`config.mk`:
```
export PLATFORM = sky130hd
export DESIGN_NAME = mul_div_unit
export DESIGN_NICKNAME = d
export VERILOG_FILES = /design/src/rtl/mul_div_unit_pkg.sv /design/src/rtl/mul_div_datapath.sv /design/src/rtl/mul_div_unit.sv
export SDC_FILE = /design/constraint.sdc
export NUM_CORES = 1
export LEC_CHECK = 0
export BUFFER_PORTS_ARGS = -buffer_cell sky130_fd_sc_hd__buf_4
export CAP_MARGIN = 10
export CORE_ASPECT_RATIO = 1.75
export CORE_MARGIN = 2
export CORE_UTILIZATION = 55
export DETAILED_ROUTE_END_ITERATION = 10
export GPL_TIMING_DRIVEN = 0
export PLACE_DENSITY = 0.78
export SLEW_MARGIN = 10
export SYNTH_ARGS = -nofsm -noshare
export SYNTH_HDL_FRONTEND = slang
export SYNTH_HIERARCHICAL = 1
export SYNTH_SLANG_ARGS = --single-unit
```
`constraint.sdc`:
```
create_clock -name CLK -period 4.28 [get_ports CLK]
set_input_delay 0.214 -clock CLK [delete_from_list [all_inputs] [get_ports CLK]]
set_output_delay 0.214 -clock CLK [all_outputs]
set_load 0.02 [all_outputs]
```
`src/rtl/mul_div_unit_pkg.sv`:
```
// Shared ALU operation codes and mul/div FSM encodings.
// Imported by ctrl_unit, the single-cycle ALU and the mul/div unit.
package mul_div_unit_pkg;

  localparam logic [4:0] ALU_ADD    = 5'b00000;
  localparam logic [4:0] ALU_SUB    = 5'b00001;
  localparam logic [4:0] ALU_SLL    = 5'b00010;
  localparam logic [4:0] ALU_SLT    = 5'b00011;
  localparam logic [4:0] ALU_SLTU   = 5'b00100;
  localparam logic [4:0] ALU_XOR    = 5'b00101;
  localparam logic [4:0] ALU_SRL    = 5'b00110;
  localparam logic [4:0] ALU_SRA    = 5'b00111;
  localparam logic [4:0] ALU_OR     = 5'b01000;
  localparam logic [4:0] ALU_AND    = 5'b01001;
  localparam logic [4:0] ALU_LUI    = 5'b01010;
  localparam logic [4:0] ALU_AUIPC  = 5'b01011;

  localparam logic [4:0] ALU_MUL    = 5'b11000;
  localparam logic [4:0] ALU_MULH   = 5'b11001;
  localparam logic [4:0] ALU_MULHSU = 5'b11010;
  localparam logic [4:0] ALU_MULHU  = 5'b11011;
  localparam logic [4:0] ALU_DIV    = 5'b11100;
  localparam logic [4:0] ALU_REM    = 5'b11101;
  localparam logic [4:0] ALU_DIVU   = 5'b11110;
  localparam logic [4:0] ALU_REMU   = 5'b11111;

  localparam logic [4:0] CALC_LAST  = 5'd31;

  typedef enum logic [1:0] {
    ST_IDLE,
    ST_CALC,
    ST_FIX,
    ST_DONE
  } md_state_e;

  function automatic logic is_muldiv_op(input logic [4:0] op);
    return op[4:3] == 2'b11;
  endfunction

endpackage

```
`src/rtl/mul_div_datapath.sv`:
```
// Shared shift-add multiplier / restoring divider working on operand magnitudes,
// with sign restoration and divide special-case overrides applied on the result.
module mul_div_datapath
  import mul_div_unit_pkg::*;
#(
  parameter int XLEN = 32
) (
  input  logic            clk,
  input  logic            rst,
  input  logic            load,
  input  logic            step,
  input  logic [4:0]      op,
  input  logic [XLEN-1:0] operand1,
  input  logic [XLEN-1:0] operand2,
  output logic [XLEN-1:0] result
);

  logic [2:0]        op_q, op_d;
  logic              sign1_q, sign1_d;
  logic              sign2_q, sign2_d;
  logic              div_zero_q, div_zero_d;
  logic              ovf_q, ovf_d;
  logic [XLEN-1:0]   addend_q, addend_d;
  logic [2*XLEN-1:0] work_q, work_d;

  logic              signed1, signed2;
  logic [XLEN-1:0]   abs1, abs2;
  logic [XLEN:0]     mul_sum;
  logic [XLEN:0]     div_shift;
  logic              div_fits;
  logic [XLEN-1:0]   div_diff;

  // work holds {acc_hi, multiplier} for multiply and {remainder, quotient} for divide
  always_comb begin
    op_d       = op_q;
    sign1_d    = sign1_q;
    sign2_d    = sign2_q;
    div_zero_d = div_zero_q;
    ovf_d      = ovf_q;
    addend_d   = addend_q;
    work_d     = work_q;

    signed1 = (op == ALU_MULH) || (op == ALU_MULHSU) || (op == ALU_DIV) || (op == ALU_REM);
    signed2 = (op == ALU_MULH) || (op == ALU_DIV) || (op == ALU_REM);
    abs1    = (signed1 && operand1[XLEN-1]) ? -operand1 : operand1;
    abs2    = (signed2 && operand2[XLEN-1]) ? -operand2 : operand2;

    mul_sum   = {1'b0, work_q[2*XLEN-1:XLEN]} + {1'b0, (work_q[0] ? addend_q : '0)};
    div_shift = work_q[2*XLEN-1:XLEN-1];
    div_fits  = div_shift >= {1'b0, addend_q};
    div_diff  = div_shift[XLEN-1:0] - addend_q;

    if (load) begin
      op_d       = op[2:0];
      sign1_d    = signed1 && operand1[XLEN-1];
      sign2_d    = signed2 && operand2[XLEN-1];
      div_zero_d = operand2 == '0;
      ovf_d      = signed2 && (operand1 == {1'b1, {(XLEN-1){1'b0}}}) && (operand2 == '1);
      addend_d   = op[2] ? abs2 : abs1;
      work_d     = {{XLEN{1'b0}}, (op[2] ? abs1 : abs2)};
    end else if (step) begin
      if (op_q[2]) begin
        work_d = div_fits ? {div_diff, work_q[XLEN-2:0], 1'b1}
                          : {div_shift[XLEN-1:0], work_q[XLEN-2:0], 1'b0};
      end else begin
        work_d = {mul_sum, work_q[XLEN-1:1]};
      end
    end
  end

  always_ff @(posedge clk) begin
    if (rst) begin
      op_q       <= '0;
      sign1_q    <= 1'b0;
      sign2_q    <= 1'b0;
      div_zero_q <= 1'b0;
      ovf_q      <= 1'b0;
      addend_q   <= '0;
      work_q     <= '0;
    end else begin
      op_q       <= op_d;
      sign1_q    <= sign1_d;
      sign2_q    <= sign2_d;
      div_zero_q <= div_zero_d;
      ovf_q      <= ovf_d;
      addend_q   <= addend_d;
      work_q     <= work_d;
    end
  end

  logic              sign_diff;
  logic [2*XLEN-1:0] prod;
  logic [XLEN-1:0]   quo, rem;

  // Divide-by-zero remainder falls out naturally as the signed dividend
  always_comb begin
    sign_diff = sign1_q ^ sign2_q;
    prod      = sign_diff ? -work_q : work_q;
    quo       = sign_diff ? -work_q[XLEN-1:0] : work_q[XLEN-1:0];
    rem       = sign1_q ? -work_q[2*XLEN-1:XLEN] : work_q[2*XLEN-1:XLEN];
    if (div_zero_q) begin
      quo = '1;
    end
    if (ovf_q) begin
      quo = {1'b1, {(XLEN-1){1'b0}}};
      rem = '0;
    end
    case (op_q)
      3'b000:         result = prod[XLEN-1:0];
      3'b001, 3'b010,
      3'b011:         result = prod[2*XLEN-1:XLEN];
      3'b100, 3'b110: result = quo;
      default:        result = rem;
    endcase
  end

endmodule

```
`src/rtl/mul_div_unit.sv`:
```
// RV32M iterative multiply/divide unit: FSM, iteration counter and start/busy/done
// handshake around the shared datapath; fixed 33-cycle latency for every op.
module mul_div_unit
  import mul_div_unit_pkg::*;
#(
  parameter int XLEN = 32
) (
  input  logic            CLK,
  input  logic            RESET,
  input  logic            START,
  input  logic [4:0]      ALU_OP,
  input  logic [XLEN-1:0] OPERAND1,
  input  logic [XLEN-1:0] OPERAND2,
  output logic            BUSY,
  output logic            DONE,
  output logic [XLEN-1:0] RESULT
);

  md_state_e       state_q, state_d;
  logic [4:0]      cnt_q, cnt_d;
  logic [XLEN-1:0] result_q, result_d;
  logic [XLEN-1:0] dp_result;
  logic            accept;

  // The DONE cycle may accept a new op so back-to-back ops run every 34 cycles
  assign accept = START && is_muldiv_op(ALU_OP) &&
                  ((state_q == ST_IDLE) || (state_q == ST_DONE));

  mul_div_datapath #(.XLEN(XLEN)) u_datapath (
    .clk      (CLK),
    .rst      (RESET),
    .load     (accept),
    .step     (state_q == ST_CALC),
    .op       (ALU_OP),
    .operand1 (OPERAND1),
    .operand2 (OPERAND2),
    .result   (dp_result)
  );

  always_comb begin
    state_d  = state_q;
    cnt_d    = cnt_q;
    result_d = result_q;
    case (state_q)
      ST_IDLE, ST_DONE: begin
        state_d = ST_IDLE;
        if (accept) begin
          state_d = ST_CALC;
          cnt_d   = '0;
        end
      end
      ST_CALC: begin
        cnt_d = cnt_q + 5'd1;
        if (cnt_q == CALC_LAST) begin
          state_d = ST_FIX;
        end
      end
      ST_FIX: begin
        result_d = dp_result;
        state_d  = ST_DONE;
      end
      default: state_d = ST_IDLE;
    endcase
  end

  always_ff @(posedge CLK) begin
    if (RESET) begin
      state_q  <= ST_IDLE;
      cnt_q    <= '0;
      result_q <= '0;
    end else begin
      state_q  <= state_d;
      cnt_q    <= cnt_d;
      result_q <= result_d;
    end
  end

  assign BUSY   = (state_q == ST_CALC) || (state_q == ST_FIX);
  assign DONE   = state_q == ST_DONE;
  assign RESULT = result_q;

endmodule

```
==> impl_metrics.yaml <==
setup_path:
  crit_fanout: 10
  worstPathRequired_ns: 4.61
  crit_cells: 11
  cp_top_family: "compound AO/OA/AOI/OAI gates"
  path_cells: "ha_1 -> nor2b_1 -> o2111ai_1 -> a21oi_1 -> o21a_1 -> o2111ai_1 -> nand2_1 -> clkbuf_2 -> clkbuf_1 -> o211ai_1 -> a21oi_1"
  critPathLaunchType: "flip-flop"
  critPathBufInv: 2
  worstSetupPathType: "reg2reg"
  reg2reg_depth: 11
  slowest_stage: "o2111ai_1"
  worstPathArrival_ns: 4.48
  endpoint_kind: "flip-flop"
  cpPeakStageDelay_ns: 0.77
die:
  die_w_um: 127
  dieArea_um2: 27800
  initial_utilization: 0.560
  rows: 78
  core_um2: 26000
  num_io_pins: 106
  die_h_um: 219
drt:
  wl_met1_mm: 20.2
  ant_nets: 0
  dr_total_vias: 16500
  routed.top_layer: "met5"
  viasPerCell: 6.58
  drcViolationCount: 0
  drtIter0Drc: 1474
  dr.pass1.iters: 8
  met3_length_mm: 4.73
  dr_wl_met2_mm: 28.2
  drt_wl_total_mm: 60.8
  drt-wirelength-per-cell_um: 24.3
synth:
  synth_top_area_cell: "dfxtp_1"
  yosys.cell_types.count: 82
  syn_nets: 2191
  synth_area_um2: 14500
  yosys_warnings: 6
  ys_seq_area_frac: 0.196
  yosys-top-cells-area: "dfxtp_1, mux2i_1, nor2_1, a21oi_1, ha_1"
  synth-main-ff-cell: "dfxtp_1"
  syn_inst: 2043
  async_flop_share: 0
  synth_area_per_cell_um2: 7.12
  yosysTopAreaCellShare: 0.196
  synth_edf_count: 0
  ys_ff_latch: 142
power_and_ir_drop:
  ir_drop_mv: 0.299
  powerDensity_nw_per_um2: 492
  total_power_uw: 8040
  power_leakage_uw: 0.00637
sta:
  skew_ns: 0.0102
  fmax_ghz: 0.241
  setup-violations-final: 0
  rsz0062_at_grt: "yes"
  worst_slew_pin_slew_ns: 1.15
  min_period_ns: 4.14
  post-route-period-util: 0.968
  maxSlewHeadroom: 0.222
  setup_slack_ns: 0.138
  setup_tns_ns: 0
  fin_hold_ws_ns: 0.0419
  maxSlewViolCount: 0
  hold_viol: 0
place:
  routabilityCongestion: 1.04
  dpl.hpwl_mm: 48.8
  place_worst_setup_slack_ns: -0.0849
  numPortBuffers: 105
grt:
  grt_pass1_wl_mm: 92.1
  grt_pass1_vias: 16300
  grt_max_degree: 17
  grt_usage: 0.435
  grt_overflow_total: 0
  antenna_found_initial: 4
clock_network:
  h-tree-depth: 4
  cts_setup_buffers: 0
  cts_tree: "built"
  clk_pin_slew_ns: 0.06
  ctsLongestPathBuffers: 2
  cts.sinks: 142
  cts-buffers-inserted: 17
  insertion_delay_ns: 0.45
  clockRootBuffer: "clkbuf_16"
flow_run:
  cap_violations: 0
min_path:
  hold_path.class: "in2reg"
  min_path_cells: 3
layout:
  fin_nets: 2315
  areaGrowthSynthToFinish_pct: 12.3
  drive_above_1_share: 0.0872
run_status:
  outcome: "completed"
[path summary, 6_finish.rpt]
check	start	endpoint	slack, ns
worst min register to register	cnt_q[4]	cnt_q[4]	0.49
worst min-delay path	ALU_OP[1]	u_datapath/op_q[1]	0.04
worst max register to register	u_datapath/work_q[32]	u_datapath/work_q[42]	0.14
worst max-delay path	u_datapath/work_q[32]	u_datapath/work_q[42]	0.14
[worst min-delay path: cells and delay by family]
kind | cells | cell delay [ns]
buf+inv | 1 | 0.10
mux | 1 | 0.07
simple gates | 1 | 0.07
[cell usage after synthesis, drive strengths merged, types with 25 or more instances]
cell type / instances
clkbuf: 124
nand2: 161
a31oi: 28
o31ai: 32
a211oi: 44
a21oi: 190
nand3: 36
a21o: 37
inv: 68
nand4: 25
nor2: 282
nor3: 54
o211ai: 26
o21ai: 150
dfxtp: 142
xor2: 90
xnor2: 97
mux2i: 109
ha: 74
[timing repair]
item / 4_1_cts / 5_1_grt
setup endpoints to repair: 2 / 14
hold buffers: 0 / 0
resized for setup: 2 / 10
[through the flow]
step,utilization,cells,instance area [µm²]
6_report,0.629,2504,16300
5_1_grt,0.629,2504,16300
3_3_place_gp,0.606,2468,15700
2_1_floorplan,-,2043,14500
4_1_cts,0.628,2500,16300
3_5_place_dp,0.606,2468,15700
[metal layers]
metal / track usage / vias up
li1: - / 7624
met1: 0.435 / 7591
met2: 0.720 / 918
met3: 0.0912 / 345
met4: 0.456 / 2
met5: 0 / -
[registers in the layout, indices dropped and copies added, names as in the netlist, 2 cells and up]
| register | cells |
|---|---|
| RESULT | 32 |
| state_q | 2 |
| u_datapath/work_q | 64 |
| cnt_q | 5 |
| u_datapath/op_q | 3 |
| u_datapath/addend_q | 32 |
[power breakdown]
| part | switching [µW] | internal [µW] |
|---|---|---|
| Sequential | 213 | 1460 |
| Clock | 601 | 830 |
| Combinational | 3240 | 1690 |
| Total | 4050 | 3980 |
[final cells by class]
class	instances	area, µm²
Multi-Input combinational cell	1685	10900
Antenna cell	4	10.0
Timing Repair Buffer	105	788
Clock inverter	12	110
Clock buffer	20	457
Tap cell	320	400
Inverter	69	259
Sequential cell	142	2840
Buffer	147	576
Fill cell	2508	9630
[cell usage in the layout, fill, tap and decap left out, drive strengths merged, types with 6 or more instances in the layout]
| master | n |
|---|---|
| a21oi | 190 |
| xnor2 | 97 |
| o21a | 12 |
| a211o | 7 |
| or4 | 8 |
| a21o | 37 |
| nand2 | 161 |
| inv | 71 |
| a31oi | 28 |
| nand2b | 19 |
| o211ai | 26 |
| buf | 128 |
| o221ai | 18 |
| ha | 74 |
| xor2 | 90 |
| o21ai | 150 |
| o41ai | 7 |
| a211oi | 44 |
| mux2 | 6 |
| nand3 | 36 |
| or3 | 18 |
| dfxtp | 142 |
| mux2i | 109 |
| and3 | 10 |
| nor2 | 282 |
| or2 | 8 |
| a221oi | 12 |
| nand4 | 25 |
| o22ai | 18 |
| nor2b | 10 |
| nor4 | 23 |
| and2 | 7 |
| clkbuf | 144 |
| nor3 | 54 |
| o31ai | 32 |
[cell families (layout without fill, tap and decap cells)]
kind of cell / after synthesis / count (layout) / share of synthesized area
and+or+nand+nor: 684 / 684 / 0.220
AOI/OAI and AO/OA: 623 / 623 / 0.269
other: 0 / 4 / 0
buffers and inverters: 216 / 353 / 0.0571
adders and majority gates: 76 / 76 / 0.0664
DFF: 142 / 142 / 0.196
muxes: 115 / 115 / 0.0797
xor gates and xnor gates: 187 / 187 / 0.113
Note: power is estimated with default switching activity, not from simulation.
